`config.mk`:
```
export PLATFORM = sky130hd
export DESIGN_NAME = stereo_proc_param_flat
export DESIGN_NICKNAME = d
export VERILOG_FILES = /design/src/rtl/stereo_proc_param_if.sv /design/src/rtl/stereo_proc_param.sv /design/src/flat_wrapper.sv
export SDC_FILE = /design/constraint.sdc
export NUM_CORES = 2
export LEC_CHECK = 0
export ABC_CLOCK_PERIOD_IN_PS = 13080
export CAP_MARGIN = 0
export CORE_ASPECT_RATIO = 1.4
export CORE_MARGIN = 2
export CORE_UTILIZATION = 40
export DETAILED_ROUTE_END_ITERATION = 7
export DONT_BUFFER_PORTS = 1
export PLACE_DENSITY = 0.63
export SYNTH_ARGS = -nofsm -noshare
export SYNTH_HDL_FRONTEND = slang
export SYNTH_SLANG_ARGS = --single-unit
```
`constraint.sdc`:
```
create_clock -name clk -period 13.08 [get_ports clk]
set_input_delay 1.308 -clock clk [delete_from_list [all_inputs] [get_ports clk]]
set_output_delay 1.308 -clock clk [all_outputs]
set_load 0.005 [all_outputs]
```
`src/rtl/stereo_proc_param_if.sv`:
```
// Sample/handshake bundle for the joint-stereo stage. The driving side
// (requantiser upstream plus the consumer downstream) uses "master"; the
// stereo stage itself uses "slave".
interface stereo_proc_param_if #(
   parameter int WIDTH = 32
);
   logic [1:0]              mode_in;
   logic [1:0]              mode_ext_in;
   logic [9:0]              is_bound_in;
   logic                    gr_in;
   logic signed [WIDTH-1:0] ch1_in;
   logic signed [WIDTH-1:0] ch2_in;
   logic [2:0]              is_pos_in;
   logic                    din_v;
   logic                    din_rdy;
   logic signed [WIDTH-1:0] ch1_out;
   logic signed [WIDTH-1:0] ch2_out;
   logic [9:0]              line_out;
   logic                    last_out;
   logic                    gr_out;
   logic                    dout_v;
   logic                    dout_rdy;

   modport master (
      output mode_in, mode_ext_in, is_bound_in, gr_in, ch1_in, ch2_in,
             is_pos_in, din_v, dout_rdy,
      input  din_rdy, ch1_out, ch2_out, line_out, last_out, gr_out, dout_v
   );

   modport slave (
      input  mode_in, mode_ext_in, is_bound_in, gr_in, ch1_in, ch2_in,
             is_pos_in, din_v, dout_rdy,
      output din_rdy, ch1_out, ch2_out, line_out, last_out, gr_out, dout_v
   );
endinterface

```
`src/rtl/stereo_proc_param.sv`:
```
// Joint-stereo reconstruction (mid/side and intensity) for one granule of
// N_LINES lines per channel. Two stages: S1 forms sum/difference and
// multiplies by a Q1.COEF_FRAC coefficient, S2 rounds and saturates.
// Config is captured with line 0 and held for the whole granule.
module stereo_proc_param #(
   parameter int WIDTH     = 32,
   parameter int COEF_FRAC = 15,
   parameter int N_LINES   = 576
) (
   input logic                clk,
   input logic                rst,
   stereo_proc_param_if.slave bus
);

   localparam int KW = COEF_FRAC + 2;  // coefficient, signed, holds +1.0
   localparam int AW = WIDTH + 1;      // sum/difference never overflows
   localparam int PW = AW + KW;        // full product
   localparam int LW = 10;

   function automatic logic signed [KW-1:0] to_coef(input real f);
      return KW'($rtoi(f * real'(longint'(1) << COEF_FRAC) + 0.5));
   endfunction

   // Passthrough is a multiply by exactly 1.0 so all modes share one path.
   localparam logic signed [KW-1:0] K_ONE = to_coef(1.0);
   localparam logic signed [KW-1:0] K_MS  = to_coef(0.7071067811865476);
   // Intensity ratios r/(1+r) with r = tan(p*pi/12); kr[p] = kl[6-p].
   localparam logic signed [KW-1:0] K_IS1 = to_coef(0.2113248654051871);
   localparam logic signed [KW-1:0] K_IS2 = to_coef(0.3660254037844386);
   localparam logic signed [KW-1:0] K_IS3 = to_coef(0.5);
   localparam logic signed [KW-1:0] K_IS4 = to_coef(0.6339745962155614);
   localparam logic signed [KW-1:0] K_IS5 = to_coef(0.7886751345948129);

   localparam logic signed [PW-1:0] RND    = PW'(1) <<< (COEF_FRAC - 1);
   localparam logic signed [PW-1:0] SAT_HI = {{(PW-WIDTH+1){1'b0}}, {(WIDTH-1){1'b1}}};
   localparam logic signed [PW-1:0] SAT_LO = {{(PW-WIDTH+1){1'b1}}, {(WIDTH-1){1'b0}}};

   typedef enum logic [1:0] {SEL_PASS, SEL_MS, SEL_IS} sel_t;

   logic [LW-1:0]         line_cnt;
   logic [1:0]            mode_q, ext_q;
   logic [LW-1:0]         bound_q;
   logic                  gr_q;
   logic                  stall, accept, first_line;
   logic [1:0]            cur_mode, cur_ext;
   logic [LW-1:0]         cur_bound;
   logic                  cur_gr;
   sel_t                  sel;
   logic signed [AW-1:0]  a_l, a_r;
   logic signed [KW-1:0]  k_l, k_r;
   logic                  s1_v;
   logic signed [PW-1:0]  p_l, p_r;
   logic [LW-1:0]         s1_line;
   logic                  s1_last, s1_gr;

   function automatic logic signed [WIDTH-1:0] round_sat(input logic signed [PW-1:0] p);
      logic signed [PW-1:0] t;
      t = (p + RND) >>> COEF_FRAC;
      if (t > SAT_HI) return SAT_HI[WIDTH-1:0];
      if (t < SAT_LO) return SAT_LO[WIDTH-1:0];
      return t[WIDTH-1:0];
   endfunction

   // A full output that is not being taken freezes the whole pipe.
   assign stall       = bus.dout_v && !bus.dout_rdy;
   assign bus.din_rdy = !stall;
   assign accept      = bus.din_v && !stall;
   assign first_line  = (line_cnt == '0);

   // Line 0 uses the live config; the rest of the granule uses the copy.
   assign cur_mode  = first_line ? bus.mode_in     : mode_q;
   assign cur_ext   = first_line ? bus.mode_ext_in : ext_q;
   assign cur_bound = first_line ? bus.is_bound_in : bound_q;
   assign cur_gr    = first_line ? bus.gr_in       : gr_q;

   // Choose the reconstruction for this line and set up multiplier operands.
   always_comb begin
      // NOTE: every output gets a default first so no path leaves one unassigned (no latch).
      sel = SEL_PASS;
      a_l = AW'(bus.ch1_in);
      a_r = AW'(bus.ch2_in);
      k_l = K_ONE;
      k_r = K_ONE;
      if (cur_mode == 2'b01 && cur_ext[0] && line_cnt >= cur_bound && bus.is_pos_in != 3'd7)
         sel = SEL_IS;
      else if (cur_mode == 2'b01 && cur_ext[1])
         sel = SEL_MS;
      case (sel)
         SEL_MS: begin
            a_l = AW'(bus.ch1_in) + AW'(bus.ch2_in);
            a_r = AW'(bus.ch1_in) - AW'(bus.ch2_in);
            k_l = K_MS;
            k_r = K_MS;
         end
         SEL_IS: begin
            a_r = AW'(bus.ch1_in);
            case (bus.is_pos_in)
               3'd0:    begin k_l = '0;    k_r = K_ONE; end
               3'd1:    begin k_l = K_IS1; k_r = K_IS5; end
               3'd2:    begin k_l = K_IS2; k_r = K_IS4; end
               3'd3:    begin k_l = K_IS3; k_r = K_IS3; end
               3'd4:    begin k_l = K_IS4; k_r = K_IS2; end
               3'd5:    begin k_l = K_IS5; k_r = K_IS1; end
               default: begin k_l = K_ONE; k_r = '0;    end
            endcase
         end
         default: ;
      endcase
   end

   // Line counter and per-granule config, captured with line 0.
   always_ff @(posedge clk) begin
      // NOTE: clocked state uses non-blocking assignments so every register samples pre-edge values.
      if (rst) begin
         line_cnt <= '0;
         mode_q   <= '0;
         ext_q    <= '0;
         bound_q  <= '0;
         gr_q     <= 1'b0;
      end else if (accept) begin
         if (first_line) begin
            mode_q  <= bus.mode_in;
            ext_q   <= bus.mode_ext_in;
            bound_q <= bus.is_bound_in;
            gr_q    <= bus.gr_in;
         end
         line_cnt <= (line_cnt == LW'(N_LINES - 1)) ? '0 : line_cnt + LW'(1);
      end
   end

   // S1 occupancy flag.
   always_ff @(posedge clk) begin
      if (rst)         s1_v <= 1'b0;
      else if (!stall) s1_v <= accept;
   end

   // S1 products and sideband for the sample entering the pipe.
   always_ff @(posedge clk) begin
      // NOTE: payload registers carry no reset; s1_v alone says whether they mean anything.
      if (!stall && accept) begin
         p_l     <= PW'(a_l) * PW'(k_l);
         p_r     <= PW'(a_r) * PW'(k_r);
         s1_line <= line_cnt;
         s1_last <= (line_cnt == LW'(N_LINES - 1));
         s1_gr   <= cur_gr;
      end
   end

   // S2: round, saturate and present the sample with its line tag.
   always_ff @(posedge clk) begin
      if (rst) begin
         bus.dout_v   <= 1'b0;
         bus.ch1_out  <= '0;
         bus.ch2_out  <= '0;
         bus.line_out <= '0;
         bus.last_out <= 1'b0;
         bus.gr_out   <= 1'b0;
      end else if (!stall) begin
         bus.dout_v <= s1_v;
         if (s1_v) begin
            bus.ch1_out  <= round_sat(p_l);
            bus.ch2_out  <= round_sat(p_r);
            bus.line_out <= s1_line;
            bus.last_out <= s1_last;
            bus.gr_out   <= s1_gr;
         end
      end
   end

endmodule
```
`src/flat_wrapper.sv`:
```
// flat-port wrapper written by rule: the top's interface ports become plain ports
module stereo_proc_param_flat 
#(
   parameter int WIDTH     = 32,
   parameter int COEF_FRAC = 15,
   parameter int N_LINES   = 576
)
  (clk, rst, bus_mode_in, bus_mode_ext_in, bus_is_bound_in, bus_gr_in, bus_ch1_in, bus_ch2_in, bus_is_pos_in, bus_din_v, bus_dout_rdy, bus_din_rdy, bus_ch1_out, bus_ch2_out, bus_line_out, bus_last_out, bus_gr_out, bus_dout_v);
  stereo_proc_param_if #(.WIDTH(WIDTH)) bus_i ();
  input logic clk;
  input logic rst;
  input wire logic [$bits(bus_i.mode_in)-1:0] bus_mode_in;
  input wire logic [$bits(bus_i.mode_ext_in)-1:0] bus_mode_ext_in;
  input wire logic [$bits(bus_i.is_bound_in)-1:0] bus_is_bound_in;
  input wire logic [$bits(bus_i.gr_in)-1:0] bus_gr_in;
  input wire logic [$bits(bus_i.ch1_in)-1:0] bus_ch1_in;
  input wire logic [$bits(bus_i.ch2_in)-1:0] bus_ch2_in;
  input wire logic [$bits(bus_i.is_pos_in)-1:0] bus_is_pos_in;
  input wire logic [$bits(bus_i.din_v)-1:0] bus_din_v;
  input wire logic [$bits(bus_i.dout_rdy)-1:0] bus_dout_rdy;
  output wire logic [$bits(bus_i.din_rdy)-1:0] bus_din_rdy;
  output wire logic [$bits(bus_i.ch1_out)-1:0] bus_ch1_out;
  output wire logic [$bits(bus_i.ch2_out)-1:0] bus_ch2_out;
  output wire logic [$bits(bus_i.line_out)-1:0] bus_line_out;
  output wire logic [$bits(bus_i.last_out)-1:0] bus_last_out;
  output wire logic [$bits(bus_i.gr_out)-1:0] bus_gr_out;
  output wire logic [$bits(bus_i.dout_v)-1:0] bus_dout_v;
  assign bus_i.mode_in = bus_mode_in;
  assign bus_i.mode_ext_in = bus_mode_ext_in;
  assign bus_i.is_bound_in = bus_is_bound_in;
  assign bus_i.gr_in = bus_gr_in;
  assign bus_i.ch1_in = bus_ch1_in;
  assign bus_i.ch2_in = bus_ch2_in;
  assign bus_i.is_pos_in = bus_is_pos_in;
  assign bus_i.din_v = bus_din_v;
  assign bus_i.dout_rdy = bus_dout_rdy;
  assign bus_din_rdy = bus_i.din_rdy;
  assign bus_ch1_out = bus_i.ch1_out;
  assign bus_ch2_out = bus_i.ch2_out;
  assign bus_line_out = bus_i.line_out;
  assign bus_last_out = bus_i.last_out;
  assign bus_gr_out = bus_i.gr_out;
  assign bus_dout_v = bus_i.dout_v;
  stereo_proc_param #(.WIDTH(WIDTH), .COEF_FRAC(COEF_FRAC), .N_LINES(N_LINES)) u_core (.clk(clk), .rst(rst), .bus(bus_i));
endmodule
```
# [After elaboration in Yosys (flattened, before gate mapping)]
# Index checks and enable logic that the tools add are counted.
[word_totals] register_bits=215 wordCells=91
[classes] n_addsub=5 n_mul=2 order_cmp=5 n_eq_ne=10 muxes=39 bitwise=1 reduce_logical=12
[ops] cell="$mux 32" n=8
[ops] cell="$pmux 16 s6" n=2
[ops] cell="$add 50x16->50 const B" n=2
[ops] cell="$mul 33x17->50" n=2
[ops] cell="$gt 35x32->1 const B" n=2
[ops] cell="$lt 35x32->1 const B" n=2
[ops] cell="$pmux 33 s2" n=1
[ops] cell="$pmux 16 s2" n=2
[ops] cell="$add 32x32->33" n=1
[ops] cell="$mux 33" n=1
[ops] cell="$sub 32x32->33" n=1
[ops] cell="$mux 1" n=20
[ops] cell="$mux 10" n=2
[ops] cell="$add 10x1->10 const B" n=1
[ops] cell="$eq 10x10->1 const B" n=1
[ops] cell="$ge 10x10->1" n=1
[ops] cell="$logic_not 10->1" n=1
[ops] cell="$logic_and 1x1->1" n=7
[ops] cell="$eq 3x2->1 const B" n=2
[ops] cell="$eq 3x3->1 const B" n=2
[ops] cell="$mux 2" n=3
[ops] cell="$eq 2x1->1 const B" n=2
[ops] cell="$eq 3x1->1 const B" n=1
[ops] cell="$logic_not 3->1" n=1
[ops] cell="5 further kinds" n=6

# [Depth between registers and ports, before layout]
[depth] depth_word=12 mapped_depth=42 ltp_nobuf=38

# [Worst setup path before layout]
# No wires, ideal clock.
[synth_timing] path_type="input -> register" start="in bus_ch1_in[0]" end="reg u_core.p_r[45], data pin" setup_time_ps=264 arrival_time_ps=9168 required_ps=12816 path_slack_ps=3649 cell_stages=35 cell_sequence="inv_1 -> ha_1 -> inv_1 -> fa_1 -> a21o_1 -> a21oi_1 -> o211a_1 -> nor3_1 -> o21ai_1 -> o221ai_1 -> xnor2_1 -> o21ai_0 -> o21a_1 -> clkbuf_1 -> nand2_1 -> fa_1 -> fa_1 -> fa_1 -> inv_1 -> fa_1 -> fa_1 -> inv_1 -> fa_1 -> inv_1 -> ha_1 -> a21oi_1 -> nand2_1 -> o21a_1 -> a211o_1 -> a31oi_1 -> nor2_1 -> o22a_1 -> a41o_1 -> a221oi_1 -> xnor2_1"
[synth_via] elab_chain_cells=3
[synth_lines] item="from (decl)" line="flat_wrapper.sv:16" text="input wire logic [$bits(bus_i.ch1_in)-1:0] bus_ch1_in;"
[synth_lines] item="$sub 32x32->33" line="stereo_proc_param.sv:91" text="a_r = AW'(bus.ch1_in) - AW'(bus.ch2_in);"
[synth_lines] item="$pmux 33 s2 *" line="stereo_proc_param.sv:88" text="case (sel)"
[synth_lines] item="$mul 33x17->50 *" line="stereo_proc_param.sv:142" text="p_r <= PW'(a_r) * PW'(k_r);"
[synth_lines] item="to (signal assigned)" line="stereo_proc_param.sv:142"
[synth_lines] item="to (decl)" line="stereo_proc_param.sv:52" text="logic signed [PW-1:0] p_l, p_r;"
# Mark *: on every way between the ends. The rest lies on a longest branch, timed or not.
# A chain may end at the register's enable or synchronous reset.

# [Final worst setup path]
[layout_timing] start="reg u_core.line_cnt[6]" end="reg u_core.p_r[45], data pin"
[layout_via] elab_chain_cells=10 word_cells_on_any_way=17 cone_classes="mul (1); order compare (1); eq/ne (3); mux (7); reduce/logical (5)"
[layout_lines] item="from (decl)" line="stereo_proc_param.sv:40" text="logic [LW-1:0] line_cnt;"
[layout_lines] item="from (signal assigned)" line="stereo_proc_param.sv:127" text="line_cnt <= (line_cnt == LW'(N_LINES - 1)) ? '0 : line_cnt + LW'(1);"
[layout_lines] item="parallel branches: the longest is 6 deep, another holds $ge 10x10->1"
[layout_lines] item="$mux 2 *" line="stereo_proc_param.sv:84" text="if (cur_mode == 2'b01 && cur_ext[0] && line_cnt >= cur_bound && bus.is_pos_in != 3'd7)"
[layout_lines] item="$eq 2x2->1 or $eq 2x1->1 (tied branches)" line="stereo_proc_param.sv:88"
[layout_lines] item="$pmux 33 s2 or $pmux 16 s2 (tied branches)" line="stereo_proc_param.sv:88"
[layout_lines] item="$mul 33x17->50 *" line="stereo_proc_param.sv:142"
# Every way passes the cells marked *.

==> flow_summary.toml <==
[outcome]
status = "finished clean"

[synthesis]
synth_area_leaders = "fa_1 43%, inv_1 11%, ha_1 8.3%, edfxtp_1 5.3%, dfxtp_1 4.4%"
netlist_instances = 5399
synthArstFlopShare_pct = 0
avgSynthCellArea_um2 = 8.735
synth-simple-area-share_pct = 14.38
synth_ff_type = "dfxtp_1"
ys_warn_count = 0
synth.distinct_cells = 73
syn_nets = 6801
synth_top_cell_area_share_pct = 42.62
yosys-mux-area-fraction_pct = 0.4563
synth.largest_area_cell = "fa_1"
yosysMostFrequentCell = "inv_1"
ys_ff_latch = 187
ys_top_cells_by_count = "1398 x inv_1, 1004 x fa_1, 494 x nand2_1, 411 x nor2_1, 312 x ha_1"
synthAdderAreaFrac_pct = 50.90
synth_seq_area_share_pct = 9.721
synth_top_family_by_area = "adder cells"
synthXorXnorAreaFrac_pct = 3.826
syn_area_mm2 = 0.04716
synth_compound_area_share_pct = 8.049
synth_edf_count = 84

[timing]
worst_slew_pin_slew_ps = 1258
final_hold_viol_count = 0
max_freq_mhz = 84.39
fin_worst_skew_ps = 35.73
relSlewSlack_pct = 16.15
rsz0062_at_grt = "no"
setup_viol = 0
timing.final.ws_setup_ps = 1231
finalSetupTns_ps = 0
slew_viol_final = 0
period_needed_ps = 11850
period_share_pct = 90.59

[drt]
wl_um = 174800
vias = 36790
drt_iter0_drc = 2716
antenna_left = 0
routedWlPerCell_um = 25.54
drt-pass1-iter-count = 6
drc_errors = 0
viasPerCell = 5.375

[place]
post-place-ws_ps = 1399
place_hpwl_um = 150400
gp_routability_congestion = 1.057
dp_cells = 6811
io_buffers = 0
place_area_mm2 = 0.04909

[global_routing]
grt_overflow = 0
grt_pass1_wl_um = 259500
grt_start_max_net_pins = 99
grtUsageTotal_pct = 29.80
grt_pass1_vias = 40200
antenna_found_initial = 3

[worst_setup_path]
ff2ff_path_depth = 33
cp.required_ps = 13320
max_stage_delay_ps = 830
end_kind = "register"
critPathKind = "register to register"
cp_slowest_cell = "a311oi_1"
start_kind = "register"
worstPathMaxFanout = 32
cp.arrival_ps = 12090
path_common_cell = "fa_1"

[cts]
clk_pin_slew_ps = 80
cts_resized = 0
clock_latency_ps = 520
cts_tree = "yes"
htree_levels = 4
cts.sinks = 187
cts_hold_buf = 0
cts_buffers = 17
ctsLongestPathBuffers = 2
postCtsSetupBuffers = 0
clock-root-buffer = "clkbuf_16"

[cells_and_area]
syn2layout_area_growth_pct = 5.457
nets = 6722
instances_no_fill = 6845
num-fill-cells = 11790
drive_gt1_share_pct = 3.469
final_area_mm2 = 0.04973

[pwr]
irDropWorstVdd_mv = 0.09283
power.leakage_nw = 25.38
p_int_mw = 1.871
p_comb_share_pct = 59.5
seq_power_share_pct = 25.2
power_switching_share_pct = 49.21
powerDensity_mw_per_mm2 = 74.07
p_switching_mw = 1.813
clockPowerShare_pct = 15.3

[hold_path]
hold_depth = 2
hp-class = "register to register"

[floorplan]
rows = 149
start_util_pct = 40.15
dieArea_mm2 = 0.1207
core_area_mm2 = 0.1175
dieWidth_um = 294.2
die_h_um = 410.3
io_pins = 164

[flow_run]
drv_cap = 0
cell usage in the layout, fill, tap and decap left out, types with 26 or more instances in the layout:
cell type	n
nor2b_1	72
fa_1	1004
a211oi_1	30
and3_1	43
and2_1	83
o21ai_0	91
buf_4	88
nand3_1	95
inv_1	1398
a21o_1	53
nor2_1	406
xnor2_1	151
nand2b_1	26
xor2_1	55
a21oi_1	237
ha_1	312
or3_1	26
nand2_1	493
edfxtp_1	84
dfxtp_1	103
nor3_1	121
cell type report:
class | count | area (µm²) | share of cell area [%]
multi-input combinational | 3626 | 36700 | 73.80
inverter | 1400 | 5258 | 10.57
sequential | 187 | 4584 | 9.218
tap | 1510 | 1889 | 3.799
timing repair buffer | 88 | 660.6 | 1.328
clock buffer | 17 | 425.4 | 0.8554
clock inverter | 15 | 209.0 | 0.4201
antenna | 2 | 5.005 | 0.01006
state kept, by name (all words and copies together) (netlist names):
name / count
u_core.p_r: 36
u_core.s1_line: 10
u_core.s1_gr: 1
u_core.s1_v: 1
u_core.bound_q: 10
u_core.bus.line_out: 10
u_core.bus.ch1_out: 32
u_core.bus.dout_v: 1
u_core.s1_last: 1
u_core.line_cnt: 10
u_core.gr_q: 1
u_core.ext_q: 2
u_core.bus.last_out: 1
u_core.bus.ch2_out: 32
u_core.p_l: 36
u_core.mode_q: 2
u_core.bus.gr_out: 1
per-stage QoR:
| step | util, % | total power, mW | hold slack [ps] |
|---|---|---|---|
| finish | 42.34 | 3.684 | 479.3 |
| global route | 42.34 | 3.974 | 490.3 |
| CTS | 42.34 | 3.716 | 479.2 |
| detailed placement | 41.80 | 3.127 | 465.4 |
| global placement | 41.80 | 3.106 | 459.7 |
| floorplan | - | 2.346 | 447.5 |
power by group through the flow:
stage | clock network, mW | registers [mW] | logic, mW
after CTS | 0.587 | 0.932 | 2.20
after global placement | 0 | 0.945 | 2.16
final | 0.564 | 0.928 | 2.19
after global routing | 0.605 | 0.948 | 2.42
after detailed placement | 0 | 0.946 | 2.18
after floorplan | 0 | 0.875 | 1.47
critical path, delay by kind of cell, from the launching register on:
family / cells / cell delay, ps
xor gates and xnor gates: 1 / 110
and+or+nand+nor: 10 / 3120
muxes: 1 / 420
adders and majority gates: 8 / 3760
buffers and inverters: 5 / 1060
DFF: 1 / 370
AOI/OAI and AO/OA: 8 / 2730
per-layer routing:
metal | global-route usage, % | wire, µm | up-vias
met5 | 0 | 16 | -
met4 | 28.38 | 20890 | 2
met3 | 4.590 | 10020 | 637
met2 | 50.66 | 84240 | 1519
met1 | 31.29 | 59620 | 18430
li1 | - | - | 16210
path summary, 6_finish.rpt:
path | startpoint | end | slack (ps)
hold / removal | u_core.s1_v | u_core.bus.dout_v | 480
setup reg to reg | u_core.line_cnt[6] | u_core.p_r[45] | 1230
hold reg to reg | u_core.s1_v | u_core.bus.dout_v | 480
setup / recovery | u_core.line_cnt[6] | u_core.p_r[45] | 1230
kinds of logic (layout without fill, tap and decap cells):
kind of cell             count (synthesis)  count (layout)
buffers and inverters                 1586            1520
AND/OR/NAND/NOR                       1475            1475
adder cells (fa/ha/maj)               1316            1316
AO/OA/AOI/OAI                          608             608
XOR/XNOR                               206             206
flip-flops                             187             187
multiplexers                            21              21
other                                    0               2
Note: power is estimated with default switching activity, not from simulation.
